===== src/rtl/keypad_entry.sv =====
// keypad_entry: numeric entry stage between the keypad scanner and the application.
// Buffers up to DIGITS BCD digits for display and handles backspace, clear and enter.
// On enter it converts the buffer to binary, oldest digit first, one digit per cycle,
// and then presents the result on a valid/ready output.
//
// Ports:
//   clk, rst            - clock; synchronous active-high reset
//   key_index/valid     - key stream from the scanner
//   key_ready           - high when a key can be accepted (ENTRY state, not in reset)
//   digits              - BCD display buffer; nibble 0 is the newest digit, unused = F
//   digit_count         - number of buffered digits
//   entry_err           - one-cycle pulse when a key is rejected
//   value/value_valid   - converted result and its valid flag
//   value_ready         - consumer accepts value
module keypad_entry #(
  parameter int unsigned DIGITS  = 4,
  parameter int unsigned VALUE_W = 14
) (
  input  logic                  clk,
  input  logic                  rst,
  input  logic [3:0]            key_index,
  input  logic                  key_valid,
  output logic                  key_ready,
  output logic [4*DIGITS-1:0]   digits,
  output logic [3:0]            digit_count,
  output logic                  entry_err,
  output logic [VALUE_W-1:0]    value,
  output logic                  value_valid,
  input  logic                  value_ready
);

  localparam int unsigned BUF_W = 4 * DIGITS;
  localparam logic [BUF_W-1:0] BLANK = '1;

  typedef enum logic [1:0] {
    S_ENTRY,
    S_CONVERT,
    S_OUTPUT
  } state_t;

  state_t               r_state, w_state;
  logic [BUF_W-1:0]     r_digits, w_digits;
  logic [3:0]           r_count, w_count;
  logic [3:0]           r_idx, w_idx;
  logic [VALUE_W-1:0]   r_acc, w_acc;
  logic                 r_err, w_err;
  logic                 r_valid, w_valid;

  logic                 w_key_fire;
  logic [3:0]           w_digit;
  logic [VALUE_W-1:0]   w_acc_x10;

  // Ready is decoded from the state register only, masked while in reset.
  assign key_ready  = (r_state == S_ENTRY) && !rst;
  assign w_key_fire = key_valid && key_ready;

  // Digit currently being folded into the accumulator.
  assign w_digit   = 4'(r_digits >> {r_idx, 2'b00});
  assign w_acc_x10 = (r_acc << 3) + (r_acc << 1) + VALUE_W'(w_digit);

  // State and datapath registers.
  always_ff @(posedge clk) begin
    if (rst) begin
      r_state  <= S_ENTRY;
      r_digits <= BLANK;
      r_count  <= 4'd0;
      r_idx    <= 4'd0;
      r_acc    <= '0;
      r_err    <= 1'b0;
      r_valid  <= 1'b0;
    end else begin
      r_state  <= w_state;
      r_digits <= w_digits;
      r_count  <= w_count;
      r_idx    <= w_idx;
      r_acc    <= w_acc;
      r_err    <= w_err;
      r_valid  <= w_valid;
    end
  end

  // Next-state and datapath update.
  always_comb begin
    w_state  = r_state;
    w_digits = r_digits;
    w_count  = r_count;
    w_idx    = r_idx;
    w_acc    = r_acc;
    w_err    = 1'b0;
    w_valid  = r_valid;

    case (r_state)
      S_ENTRY: begin
        if (w_key_fire) begin
          if (key_index <= 4'd9) begin
            if (r_count < 4'(DIGITS)) begin
              w_digits = (r_digits << 4) | BUF_W'(key_index);
              w_count  = r_count + 4'd1;
            end else begin
              w_err = 1'b1;
            end
          end else if (key_index == 4'd10) begin
            if (r_count != 4'd0) begin
              // Shift out the newest digit; the vacated top nibble becomes blank.
              w_digits = (r_digits >> 4) | (BLANK << (BUF_W - 4));
              w_count  = r_count - 4'd1;
            end else begin
              w_err = 1'b1;
            end
          end else if (key_index == 4'd11) begin
            w_digits = BLANK;
            w_count  = 4'd0;
          end else if (key_index == 4'd12) begin
            // Empty enter is ignored; otherwise start from the oldest digit.
            if (r_count != 4'd0) begin
              w_acc   = '0;
              w_idx   = r_count - 4'd1;
              w_state = S_CONVERT;
            end
          end
        end
      end

      S_CONVERT: begin
        w_acc = w_acc_x10;
        w_idx = r_idx - 4'd1;
        if (r_idx == 4'd0) begin
          w_state = S_OUTPUT;
          w_valid = 1'b1;
        end
      end

      S_OUTPUT: begin
        if (value_ready) begin
          w_digits = BLANK;
          w_count  = 4'd0;
          w_valid  = 1'b0;
          w_state  = S_ENTRY;
        end
      end

      default: w_state = S_ENTRY;
    endcase
  end

  assign digits      = r_digits;
  assign digit_count = r_count;
  assign entry_err   = r_err;
  assign value       = r_acc;
  assign value_valid = r_valid;

endmodule


===== config.mk =====
export PLATFORM = sky130hd
export DESIGN_NAME = keypad_entry
export DESIGN_NICKNAME = d
export VERILOG_FILES = /design/src/rtl/keypad_entry.sv
export SDC_FILE = /design/constraint.sdc
export NUM_CORES = 1
export LEC_CHECK = 0
export ABC_AREA = 1
export BUFFER_PORTS_ARGS = -buffer_cell sky130_fd_sc_hd__buf_2
export CAP_MARGIN = 15
export CELL_PAD_IN_SITES_DETAIL_PLACEMENT = 1
export CELL_PAD_IN_SITES_GLOBAL_PLACEMENT = 1
export CORE_UTILIZATION = 40
export DETAILED_ROUTE_END_ITERATION = 12
export GPL_ROUTABILITY_DRIVEN = 0
export PLACE_DENSITY = 0.82
export SYNTH_ARGS = -nofsm -noshare
export SYNTH_HDL_FRONTEND = slang
export SYNTH_SLANG_ARGS = --single-unit
export TNS_END_PERCENT = 30

===== constraint.sdc =====
create_clock -name clk -period 3.7 [get_ports clk]
set_clock_uncertainty 0.2 [all_clocks]
set_input_delay 0.37 -clock clk [delete_from_list [all_inputs] [get_ports clk]]
set_output_delay 0.37 -clock clk [all_outputs]
set_load 0.005 [all_outputs]

# Yosys cells after proc, flatten, opt, wreduce, memory -nomap -nowiden
# Index checks and enable logic that the tools add are counted.
[classes]
n_reduce_logical = 14
n_bitwise = 3
order_cmp = 2
n_shift = 1
eq_ne = 16
muxes = 45
n_addsub = 5
[ops]
columns = ["operator", "n"]
rows = [
  ["2-to-1 mux 16 bit", 7],
  ["2-to-1 mux 14 bit", 6],
  ["2-to-1 mux 4 bit", 12],
  ["one-hot mux 16 bit (2 select lines)", 1],
  ["one-hot mux 14 bit (2 select lines)", 1],
  ["2-to-1 mux 2 bit", 8],
  ["OR 16 x 4 -> 16 bit", 1],
  ["one-hot mux 4 bit (2 select lines)", 2],
  ["right shift 16 x 6 -> 4 bit", 1],
  ["adder 14 bit", 1],
  ["adder 14 x 4 -> 14 bit", 1],
  ["equality test 4 bit, second input constant", 3],
  ["!= test 2 bit, second input constant", 6],
  ["AND reduction 8 bit", 1],
  ["subtractor 4 x 1 -> 4 bit, second input constant", 2],
  ["AND reduction 7 bit", 1],
  ["2-to-1 mux 1 bit", 6],
  ["one-hot mux 2 bit (3 select lines)", 1],
  ["AND reduction 6 bit", 1],
  ["nonzero test 2 bit", 3],
  ["adder 4 x 1 -> 4 bit, second input constant", 1],
  ["less-or-equal comparator 4 bit, second input constant", 1],
  ["logical NOT 4 bit", 1],
  ["< comparator 4 x 3 -> 1 bit, second input constant", 1],
  ["14 further kinds", 17],
]
[word_totals]
in_bits = 8
ff_bits = 42
elab_cells = 93

# Depth between registers and ports, before layout
[logic_depth]
ltp_word = 8
ltp_mapped = 17
ltp_nobuf = 17

# Worst setup path before layout
# No wires, ideal clock.
[synth_timing]
kind = "register -> register"
startpoint = "register r_idx[0]"
endpoint = "register r_acc[6], in the netlist value[6]"
n_path_buf = 1
t_arrival_ns = 2.494
setup_ns = 0.132
path_stages_with_launch = 15
slack_ns = 0.874
required_ns = 3.368
cell_sequence = "dfxtp_1 > clkbuf_1 > o21ai_0 > o21ai_0 > nand2_1 > fa_1 > inv_1 > fa_1 > nand2_1 > nand3_1 > nand2_1 > inv_1 > or2_2 > nand3_1 > a21oi_1"
[synth_between]
elab_chain_len = 3
[synth_lines]
columns = ["element", "line_no", "rtl"]
rows = [
  ["start: declaration", "44", "logic [3:0] r_idx, w_idx;"],
  ["start signal: assignment", "75", "r_idx <= w_idx;"],
  ["right shift 16 x 6 -> 4 bit", "58", "assign w_digit = 4'(r_digits >> {r_idx, 2'b00});"],
  ["adder 14 x 4 -> 14 bit", "59", "assign w_acc_x10 = (r_acc << 3) + (r_acc << 1) + VALUE_W'(w_digit);"],
  ["one-hot mux 14 bit (2 select lines)", "92", "case (r_state)"],
  ["end signal: assignment", "76", "r_acc <= w_acc;"],
  ["end: declaration", "45", "logic [VALUE_W-1:0] r_acc, w_acc;"],
]
# Every way passes these cells.
# A chain may end at the register's enable or synchronous reset.

# Worst setup path after layout
# Same ends and word-level chain as after synthesis.

==> out/qor.yml <==
run_status: "finished, final reports clean"
grt_pass1_vias: 3108
post_route_cells_drive_above_1_share: 0.131
maxClockFrequency_mhz: 312
antenna_violations_before_repair: 0
initialDrtViolationCount: 101
setup_viol_count_final: 0
synth_top_cells_by_area: "sky130_fd_sc_hd__dfxtp_1 (28%), sky130_fd_sc_hd__nand2_1 (17%), sky130_fd_sc_hd__ha_1 (11%)"
placedInstanceArea_um2: 3310
tightest_slew_ns: 0.761
layout_commonest_cell: "sky130_fd_sc_hd__nand2_1"
overflow: 0
die_y_um: 89.3
global_route_wire_length_before_repair_um: 15000
core_region_area_um2: 7330
synth_fp_nets: 512
drt_first_pass_iters: 4
design_area_um2: 3420
crit_fanout: 13
antennaDiodeCount: 0
clock_root_buffer: "sky130_fd_sc_hd__clkbuf_8"
postSynthRegisterBits: 42
fin_worst_hold_slack_ns: 0.113
hold_viol_final: 0
synth_largest_area_cell: "sky130_fd_sc_hd__dfxtp_1"
yosys_warnings: 0
path_class: "flip-flop to flip-flop"
wirelength_um: 9000
clock_tree_from_tritoncts: "yes"
num_io_pins: 45
cts-htree-levels: 2
p_leak_nw: 1.82
dieWidth_um: 89.3
cts_num_sinks: 42
synthesis.area_per_instance_um2: 6.42
power.density_cell_area_nw_per_um2: 305
post_synth_top_flop: "sky130_fd_sc_hd__dfxtp_1"
cts_buffer_depth: 2
layout_common_cells: "sky130_fd_sc_hd__nand2_1 (137), sky130_fd_sc_hd__inv_1 (53), sky130_fd_sc_hd__nand3_1 (52)"
synth-async-reset-ratio: 0
worst_setup_path_end_kind: "flip-flop"
final_nets: 548
netlist_area_um2: 3050
critical_path.cell_chain: "clkinv_1, o21ai_0, a21oi_1, ha_1, ha_1, fa_1, nand2_1, nand3_1, nand2_1, inv_1, or2_2, nand3_1, a21oi_1"
timing.final.ws_setup_ns: 0.494
antenna_violation_net_count_after_detailed_routing: 0
count_of_flip_flops_with_a_built_in_enable_after_synthesis: 0
min-delay-path-class: "input port to flip-flop"
cts.hold.buffers_added: 0
synthDistinctLibCells: 30
max_cap_viol_count: 0
clk_pin_slew_ns: 0.09
worst-path-buf-inv: 2
routed-via-count: 3138
tritoncts_buffer_count: 5
die-area_um2: 7980
grt_start_max_net_pins: 24
worst_path_dominant_cell_family: "adder cells"
utilization_of_the_core_after_routing: 0.467
detail_route.drc_violations: 0
placement.setup.worst_slack_ns: 0.558
finalWorstPathRequiredPeriod_ns: 3.21
worst-endpoint-required_ns: 3.67
globalRouteTotalUtil: 0.241
post-cts-setup-buffer-count: 0
slew_headroom: 0.492
fp-row-count: 31
floorplan.initialDensity: 0.416
worst_setup_path_start_kind: "flip-flop"
clock_insertion_delay_worst_skew_ns: 0.30
worstPathArrival_ns: 3.18
routed_via_density: 5.14
slowest_stage: "sky130_fd_sc_hd__dfxtp_1"
fin_crit_sh: 0.867
syn2layout_area_growth_pct: 12.2
cts.repair.resized: 0
post_syn_instances: 475
numPortBuffers: 44
power.ir.vdd_worst_uv: 174
critPathMaxStageDelay_ns: 0.55
final_max_slew_viol_count: 0
setup_repair_after_global_routing_missed_its_margin: "false"
sequential_to_total_area_share_from_yosys_stat: 0.276
routed_wire_length_per_instance_um: 14.7
detailed_place_hpwl_um: 6840
synth_top_cell_area_share: 0.276
fin_tns_setup_ns: 0
[per-layer routing]
layer	GRT usage	vias to the layer above	share of wire
met5	0	-	0
met2	0.393	34	0.46
li1	-	1614	-
met1	0.340	1483	0.51
met4	0.0563	0	0.0089
met3	0.0259	7	0.019
[logic make-up after synthesis]
kind of cell	Yosys count	share of synthesized area
flops	42	0.276
xor+xnor	5	0.0144
simple gates	251	0.350
compound gates	75	0.134
buf+inv	73	0.103
fa+ha+maj	29	0.124
[path summary, 6_finish.rpt]
check             slack [ns]   endpoint       from  depth (start not counted)
setup / recovery        0.49   value[6]   r_idx[0]                         13
hold / removal          0.11  entry_err  key_valid                          3
setup reg to reg        0.49   value[6]   r_idx[0]                         13
hold reg to reg         0.29  value[13]  value[13]                          2
[sequential cells by signal, indices dropped and copies added, names as in the netlist]
name,count
digits,16
value,14
digit_count,4
r_idx,4
r_state,2
entry_err,1
value_valid,1
[stage by stage]
step	std cells	power, mW
3_5_place_dp	603	0.682
5_1_grt	611	1.10
4_1_cts	611	1.06
6_report	611	1.05
2_1_floorplan	475	0.623
3_3_place_gp	603	0.675
[worst reg2reg max path, delay by kind of cell, from the launching register on]
family	cells	cell delay (ns)
simple gates	5	0.56
fa+ha+maj	3	0.95
compound gates	3	0.42
buf+inv	2	0.39
flops	1	0.55
[synth_stat cells (3+ instances only)]
library cell	count
sky130_fd_sc_hd__a21oi_1	34
sky130_fd_sc_hd__buf_2	8
sky130_fd_sc_hd__buf_4	3
sky130_fd_sc_hd__clkbuf_1	5
sky130_fd_sc_hd__dfxtp_1	42
sky130_fd_sc_hd__ha_1	27
sky130_fd_sc_hd__inv_1	53
sky130_fd_sc_hd__nand2_1	137
sky130_fd_sc_hd__nand2_2	3
sky130_fd_sc_hd__nand3_1	52
sky130_fd_sc_hd__nand3b_1	3
sky130_fd_sc_hd__nand4_1	6
sky130_fd_sc_hd__nor2_1	42
sky130_fd_sc_hd__o211ai_1	9
sky130_fd_sc_hd__o21ai_0	26
sky130_fd_sc_hd__or2_2	3
sky130_fd_sc_hd__xor2_1	3
[layout make-up]
type                            count  area [µm²]
Tap cell                           99         124
Timing Repair Buffer               47         243
Fill cell                        1020        3910
Clock buffer                        5        68.8
Clock inverter                      3        40.0
Sequential cell                    42         841
Multi-Input combinational cell    360        1900
Inverter                           55         209
[report_power, final]
group | total [mW] | internal, mW | switching, mW
Combinational | 0.178 | 0.0650 | 0.113
Clock | 0.375 | 0.199 | 0.176
Sequential | 0.493 | 0.470 | 0.0228
(Power assumes the default switching activity.)
